### config.mk
export PLATFORM = sky130hd
export DESIGN_NAME = wb_buffer_stage
export DESIGN_NICKNAME = d
export VERILOG_FILES = /design/src/rtl/wb_buffer_stage_pkg.sv /design/src/rtl/wb_fifo.sv /design/src/rtl/wb_buffer_stage.sv
export SDC_FILE = /design/constraint.sdc
export NUM_CORES = 1
export LEC_CHECK = 0
export CAP_MARGIN = 10
export CORE_UTILIZATION = 25
export DETAILED_ROUTE_END_ITERATION = 6
export DONT_BUFFER_PORTS = 1
export PLACE_DENSITY = 0.47
export SLEW_MARGIN = 20
export SYNTH_ARGS = -nofsm -noshare
export SYNTH_HDL_FRONTEND = slang
export SYNTH_SLANG_ARGS = --single-unit
### constraint.sdc
create_clock -name clk_in -period 6.3 [get_ports clk_in]
set_input_delay 0.945 -clock clk_in [delete_from_list [all_inputs] [get_ports clk_in]]
set_output_delay 0.945 -clock clk_in [all_outputs]
set_load 0.1 [all_outputs]
### src/rtl/wb_buffer_stage_pkg.sv
// wb_buffer_stage_pkg: shared processor opcode constants and the write-class decode
package wb_buffer_stage_pkg;
    localparam logic [15:0] OP_LW  = 16'd1;
    localparam logic [15:0] OP_ADD = 16'd2;
    localparam logic [15:0] OP_SUB = 16'd3;
    localparam logic [15:0] OP_MUL = 16'd4;
    localparam logic [15:0] OP_DIV = 16'd5;
    localparam logic [15:0] OP_AND = 16'd6;
    localparam logic [15:0] OP_OR  = 16'd7;
    localparam logic [15:0] OP_NOT = 16'd8;

    function automatic logic is_write_class(input logic [15:0] op);
        return op inside {OP_LW, OP_ADD, OP_SUB, OP_MUL, OP_DIV, OP_AND, OP_OR, OP_NOT};
    endfunction
endpackage

### src/rtl/wb_fifo.sv
// wb_fifo: circular write-buffer storage; entry arrays are exposed for the hazard search
module wb_fifo #(
    parameter int DATA_WIDTH = 32,
    parameter int REG_ADDR_WIDTH = 4,
    parameter int DEPTH = 4
) (
    input  logic                        clk_in,
    input  logic                        RST,
    input  logic                        push,
    input  logic                        pop,
    input  logic [DATA_WIDTH-1:0]       push_data,
    input  logic [REG_ADDR_WIDTH-1:0]   push_addr,
    output logic [$clog2(DEPTH)-1:0]    rd_ptr,
    output logic [$clog2(DEPTH):0]      count,
    output logic [DATA_WIDTH-1:0]       entry_data [DEPTH],
    output logic [REG_ADDR_WIDTH-1:0]   entry_addr [DEPTH]
);
    localparam int PW = $clog2(DEPTH);
    localparam int CW = PW + 1;

    logic [PW-1:0] wr_ptr;

    always_ff @(posedge clk_in or negedge RST) begin
        if (!RST) begin
            rd_ptr <= '0;
            wr_ptr <= '0;
            count  <= '0;
        end else begin
            rd_ptr <= pop ? rd_ptr + 1'b1 : rd_ptr;
            wr_ptr <= push ? wr_ptr + 1'b1 : wr_ptr;
            count  <= count + CW'(push) - CW'(pop);
        end
    end

    // Payload needs no reset: only slots inside the occupancy window are ever read
    always_ff @(posedge clk_in) begin
        if (push) begin
            entry_data[wr_ptr] <= push_data;
            entry_addr[wr_ptr] <= push_addr;
        end
    end
endmodule

### src/rtl/wb_buffer_stage.sv
// wb_buffer_stage: writeback buffer decoupling result commit from register-file write
// acceptance, with a youngest-match forwarding lookup over buffered writes.
module wb_buffer_stage
    import wb_buffer_stage_pkg::*;
#(
    parameter int DATA_WIDTH = 32,
    parameter int REG_ADDR_WIDTH = 4,
    parameter int CTRL_WIDTH = 6,
    parameter int DEPTH = 4,
    parameter int ZERO_REG = 1
) (
    input  logic                        clk_in,
    input  logic                        RST,
    input  logic                        in_valid,
    output logic                        in_ready,
    input  logic [CTRL_WIDTH-1:0]       ctrl_in,
    input  logic [DATA_WIDTH-1:0]       data,
    input  logic [REG_ADDR_WIDTH-1:0]   addr,
    input  logic                        wr_ready,
    output logic                        en_out,
    output logic [DATA_WIDTH-1:0]       data_out,
    output logic [REG_ADDR_WIDTH-1:0]   addr_out,
    input  logic [REG_ADDR_WIDTH-1:0]   hz_addr,
    output logic                        hz_pending,
    output logic [DATA_WIDTH-1:0]       hz_data,
    output logic [15:0]                 wr_count
);
    localparam int PW = $clog2(DEPTH);
    localparam int CW = PW + 1;

    logic                      push;
    logic                      pop;
    logic [PW-1:0]             rd_ptr;
    logic [CW-1:0]             count;
    logic [DATA_WIDTH-1:0]     entry_data [DEPTH];
    logic [REG_ADDR_WIDTH-1:0] entry_addr [DEPTH];

    assign in_ready = RST && count != CW'(DEPTH);
    assign push     = in_valid && in_ready && is_write_class(16'(ctrl_in))
                      && (ZERO_REG == 0 || addr != '0);
    assign en_out   = count != '0;
    assign pop      = en_out && wr_ready;
    assign data_out = en_out ? entry_data[rd_ptr] : '0;
    assign addr_out = en_out ? entry_addr[rd_ptr] : '0;

    wb_fifo #(
        .DATA_WIDTH(DATA_WIDTH),
        .REG_ADDR_WIDTH(REG_ADDR_WIDTH),
        .DEPTH(DEPTH)
    ) u_fifo (
        .clk_in(clk_in),
        .RST(RST),
        .push(push),
        .pop(pop),
        .push_data(data),
        .push_addr(addr),
        .rd_ptr(rd_ptr),
        .count(count),
        .entry_data(entry_data),
        .entry_addr(entry_addr)
    );

    // Walk oldest to youngest so the last match left standing is the youngest
    always_comb begin
        hz_pending = 1'b0;
        hz_data = '0;
        for (int i = 0; i < DEPTH; i++) begin
            if (CW'(i) < count && entry_addr[rd_ptr + PW'(i)] == hz_addr) begin
                hz_pending = 1'b1;
                hz_data = entry_data[rd_ptr + PW'(i)];
            end
        end
    end

    always_ff @(posedge clk_in or negedge RST) begin
        if (!RST)
            wr_count <= '0;
        else if (pop)
            wr_count <= wr_count + 16'd1;
    end
endmodule

Word-level counts from Yosys, hierarchy flattened
Index checks and enable logic that the tools add are counted.
{ "totals": {"reg_bits": 167, "latchBits": 0, "mem_bits_rw": 0, "romBits": 0, "input_bits": 50, "output_inout_bits": 87, "memories": 0} }
{ "classes": {"n_addsub": 7, "multipliers": 0, "div_mod_pow": 0, "n_lt_le_gt_ge": 10, "eq_ne": 13, "shifts": 0, "muxes": 40, "bitwise_logic": 5, "n_reduce_logical": 13} }
{ "ops": {"columns": ["cell", "count"], "rows": [
  ["32-bit 2-to-1 mux", 14],
  ["32-bit binary-select mux with 2-bit select", 4],
  ["128-bit bitwise mux", 1],
  ["32-bit demux with 2-bit select", 1],
  ["4-bit 2-to-1 mux", 10],
  ["4-bit binary-select mux with 2-bit select", 4],
  ["6-bit by 3-bit equality test with 1-bit output, second input constant", 4],
  ["16-bit by 1-bit adder with 16-bit output, second input constant", 1],
  ["16-bit bitwise mux", 1],
  ["4-bit equality test", 4],
  ["3-bit >= comparator, second input constant", 5],
  ["2-bit inverter with 3-bit output", 5],
  ["6-bit by 2-bit equality test with 1-bit output, second input constant", 2],
  ["1-bit logical AND", 10],
  ["4-bit demux with 2-bit select", 1],
  ["8-bit nonzero test", 1],
  ["6-bit by 1-bit equality test with 1-bit output, second input constant", 1],
  ["6-bit by 4-bit equality test with 1-bit output, second input constant", 1],
  ["1-bit by 3-bit < comparator with 1-bit output, first input constant", 2],
  ["2-bit by 3-bit < comparator with 1-bit output, first input constant", 2],
  ["2-bit by 1-bit adder with 2-bit output, second input constant", 2],
  ["2-bit adder, second input constant", 2],
  ["1-bit 2-to-1 mux", 4],
  ["4-bit nonzero test", 1],
  ["other kinds (5)", 5]
]} }

Depth between registers and ports, before layout
{ "logic_depth": {"ltp_word": 10, "depth_mapped": 11, "ltp_nobuf": 8} }

By module
A second synthesis with hierarchy kept.
{ "hier_totals": {"cells_unflattened": 852, "hier_area_um2": 9927.0} }
{ "by_module_without_submodules": {"columns": ["mod", "instances", "cells_per_inst", "area_per_inst_um2", "seq_area_each_um2"], "rows": [
  ["wb_buffer_stage", 1, 676, 5228.8, 400.4],
  ["wb_fifo", 1, 176, 4698.3, 4499.3]
]} }

Worst setup path before layout
No wires, ideal clock.
{ "synth_timing": {"path_kind": "input -> output", "startpoint": "input port hz_addr[3]", "endpoint": "output port hz_data[31]", "arrival_ns": 4.427, "required_time_ns": 5.355, "setup_slack_ns": 0.928, "cell_stages": 6, "cell_sequence": "clkbuf_1 -> xnor2_1 -> or3_1 -> a211oi_4 -> a2111oi_0 -> a221oi_1"} }
{ "synth_between": {"elab_chain_len": 6, "elab_cells_between_ends": 12, "cone_classes": "4 x eq/ne; 4 x mux; 4 x reduce/logical"} }
{ "synth_rtl": {"columns": ["element", "line", "source"], "rows": [
  ["start: declaration", "wb_buffer_stage.sv:23", "input logic [REG_ADDR_WIDTH-1:0] hz_addr,"],
  ["4-bit equality test", "wb_buffer_stage.sv:68", "if (CW'(i) < count && entry_addr[rd_ptr + PW'(i)] == hz_addr) begin"],
  ["1-bit logical AND", "wb_buffer_stage.sv:68", null],
  ["32-bit 2-to-1 mux (3 in a row)", "wb_buffer_stage.sv:68", null],
  ["32-bit 2-to-1 mux *", "wb_buffer_stage.sv:68", null],
  ["end: declaration", "wb_buffer_stage.sv:25", "output logic [DATA_WIDTH-1:0] hz_data,"]
]} }
Every way passes the cells marked *; elsewhere a longest branch is shown, timed or not.

Final worst setup path
{ "layout_timing": {"startpoint": "register u_fifo.rd_ptr[0]", "endpoint": "output port hz_data[21]"} }
{ "layout_between": {"elab_chain_len": 10, "elab_cells_between_ends": 43, "cone_classes": "3 x add/sub; 4 x eq/ne; 28 x mux; 4 x bitwise; 4 x reduce/logical"} }
{ "layout_rtl": {"columns": ["element", "line", "source"], "rows": [
  ["start: declaration", "wb_fifo.sv:13", "output logic [$clog2(DEPTH)-1:0] rd_ptr,"],
  ["start signal: assignment", "wb_fifo.sv:29", "rd_ptr <= pop ? rd_ptr + 1'b1 : rd_ptr;"],
  ["2-bit by 1-bit adder with 2-bit output / 2-bit inverter with 3-bit output (equally long branches)", "wb_buffer_stage.sv:68, wb_buffer_stage.sv:70", null],
  ["2-bit inverter with 3-bit output (not written as such) / 4-bit binary-select mux with 2-bit select (equally long branches)", "wb_buffer_stage.sv:68, wb_buffer_stage.sv:70", null],
  ["4-bit binary-select mux with 2-bit select / 4-bit 2-to-1 mux (equally long branches)", "wb_buffer_stage.sv:68", null],
  ["4-bit 2-to-1 mux (not written as such)", "wb_buffer_stage.sv:68", null],
  ["4-bit 2-to-1 mux (not written as such) / 4-bit equality test (equally long branches)", "wb_buffer_stage.sv:68", null],
  ["4-bit equality test / 1-bit logical AND (equally long branches)", "wb_buffer_stage.sv:68", null],
  ["1-bit logical AND / 32-bit 2-to-1 mux (equally long branches)", "wb_buffer_stage.sv:68", null],
  ["32-bit 2-to-1 mux (2 in a row)", "wb_buffer_stage.sv:68", null],
  ["32-bit 2-to-1 mux *", "wb_buffer_stage.sv:68", null]
]} }
Every way passes the cells marked *; elsewhere a longest branch is shown, timed or not. The select of a mux whose other input is x is not followed.

==> metrics <==
Initial Util approximately 26%; GRT Overall Usage between 10% and 20%; die area approximately 42000 sq um; Stages on worst setup path 7; syn nets between 800 and 900; layout cells sized above 1 27.6%; first-pass GRT wire length approximately 42000 um; Startpoint Class flip-flop; wl on met1 between 10000 and 15000 um; number of I/O port buffers 0; placer congestion estimate between 0.7 and 0.8; Pre-antenna DRT Iters 5; via count approximately 6500; CTS sink count ~170; Finished Cell Area between 10000 and 15000 sq um; antenna cells 0; Routed met2 length between 10000 and 15000 um; Slew Limit Fails 0; initial antenna violation count 0; core area about 40000 sq um; Worst-Skew Late Latency about 430 ps; worst-case headroom to the max-slew limit 22.9%; Die X ~200 um; Routed Antenna Nets 0; Final Setup Violations 0; Worst path top cell family by delay buffers and inverters; R2R depth 6; crit share post-route between 80 and 90%; Worst Setup EP hz_data[21]; Worst Skew around 7.3 ps; CTS buffer count 17; CTS tree yes; Setup WS pre-CTS ~1300 ps; Mapped Cells about 830; highest metal used met4; Seq cells post-synth ~170; Multi-input gate area approximately 5400 sq um; worst path bufs/invs 2; largest cells by area after synthesis edfxtp_1 (42%), mux2i_1 (11%), mux2_2 (11%); r2r endpoint u_fifo.entry_data[44]; Critical Path Most Common Cell buf_4; Async SR Flop Fraction 13.8%; dpl cell area 11300 sq um; RR Startpoint u_fifo.count[2]; WS Path Type reg -> out; worst reg2reg setup slack approximately 2700 ps; Worst-Margin Slew between 1000 and 1500 ps; CP Capture Type output pin; CP max-delay cell dfrtp_4; Post-CTS Setup Inserts 0; Unique masters post-synth 44; row cnt 73; mapped cell area between 10000 and 15000 sq um; hold_buf cts 0; largest net degree at the start of global routing 87; met3 WL just under 2000 um; Clock transition at path regs 70 ps; total global routing overflow 0; CP Data Arrival Time ~4500 ps; vias in the first global route approximately 6700; most area-hungry cell type in the Yosys netlist edfxtp_1; IO Pins around 140; top cell type's share of synthesized area a little over two fifths; syn_area_per_cell 12.4 sq um; Max Root-Sink Buffers 2; worst-path maximum fanout 69; P&R area growth vs syn 15.4%; post-cts sizing count 0; fin crit period 5450 ps; Post-route DRC 0; max_cap viols 0; DP HPWL ~19000 um; CTS Root Cell clkbuf_16; setup ws final between 800 and 900 ps; Die Span Y 205 um; CP max stage delay 900 ps; Req. time, crit path around 5400 ps; vias per cell a little under 5; top_reg_cell synth edfxtp_1; status completed; Post-synth EDFFs 144; Routed WL 27400 um; FMAX 184 MHz; routed len/inst ~20 um; RSZ-0062 raised after global routing false; Fill cells about 4100; crit path cell chain buf_4 > mux2i_1 > xor2_1 > nor3_4 > buf_4 > a2111oi_1 > a221oi_4; setup_tns 0 ps; crit path from u_fifo.rd_ptr[0]; Reg area between 4000 and 5000 sq um; Nets 874; DR iter-0 viols around 330; Max H-tree Level 4; final hold viol count 0; sequential area share after synthesis 47.6%; class of the worst hold path in -> async; number of synthesis warnings 0
==> sequential cells by signal, summed over array words and instances, names as in the netlist <==
register,count
u_fifo.wr_ptr,2
u_fifo.entry_data,128
u_fifo.count,3
u_fifo.entry_addr,16
wr_count,16
u_fifo.rd_ptr,2
==> synth_stat cells, drive strengths merged, types with 2 or more instances <==
library cell	count
mux2	99
a211oi	3
buf	38
xor2	18
a2111oi	32
or3	2
inv	9
nand2	9
edfxtp	144
ha	9
xnor2	20
and2	36
nor3	36
mux2i	113
and3	2
dfrtp	23
nand3	4
a21oi	65
nor2	70
nand4	7
a221oi	32
nor3b	2
nor2b	5
clkbuf	33
o31a	2
mux4	8
==> final cells by class <==
class | count | area share, %
clock buffer | 22 | 4.44
clock inverter | 10 | 0.632
inverter | 9 | 0.295
multi-input combinational | 582 | 45.5
sequential | 167 | 41.3
tap | 525 | 5.53
timing repair buffer | 37 | 2.34
==> worst min path at each step <==
stage,slack [ps],depth (start not counted),to
final,200,0,wr_count[15]
after global routing,160,0,wr_count[13]
after CTS,160,0,wr_count[15]
after detailed placement,630,2,u_fifo.wr_ptr[1]
after global placement,620,2,u_fifo.wr_ptr[1]
after floorplan,580,2,u_fifo.wr_ptr[1]
==> placed cells by master, fill, tap and decap left out, types with 21 or more instances in the layout <==
cell	count
edfxtp_1	144
mux2i_1	113
mux2_2	99
nor2_1	69
a21oi_1	65
buf_4	37
nor3_1	35
a221oi_4	32
and2_1	32
a2111oi_1	28
dfrtp_1	21
==> through the flow <==
stage	hold WS (ps)	cells	utilization, %
2_1_floorplan	580	829	-
3_3_place_gp	616	1320	28.1
3_5_place_dp	630	1320	28.1
4_1_cts	158	1352	29.6
5_1_grt	155	1352	29.6
6_report	196	1352	29.6
==> cell families (layout without fill, tap and decap cells) <==
kind of cell	after synthesis	count (layout)	synth area share [%]
multiplexers	220	220	23.6
AND/OR/NAND/NOR	176	176	8.42
flip-flops	167	167	47.6
AO/OA/AOI/OAI	138	138	11.9
buffers and inverters	80	78	3.92
XOR/XNOR	38	38	3.30
adder cells (fa/ha/maj)	10	10	1.29
==> layer usage <==
| metal | up-vias | GRT usage, % |
|---|---|---|
| li1 | 3159 | - |
| met5 | - | 0 |
| met3 | 20 | 4.90 |
| met4 | 0 | 3.47 |
| met1 | 3216 | 17.4 |
| met2 | 142 | 21.2 |
Power is left out: the tool's default activity adds up to more than one toggle a clock period on the data nets, which glitch-free logic cannot reach.
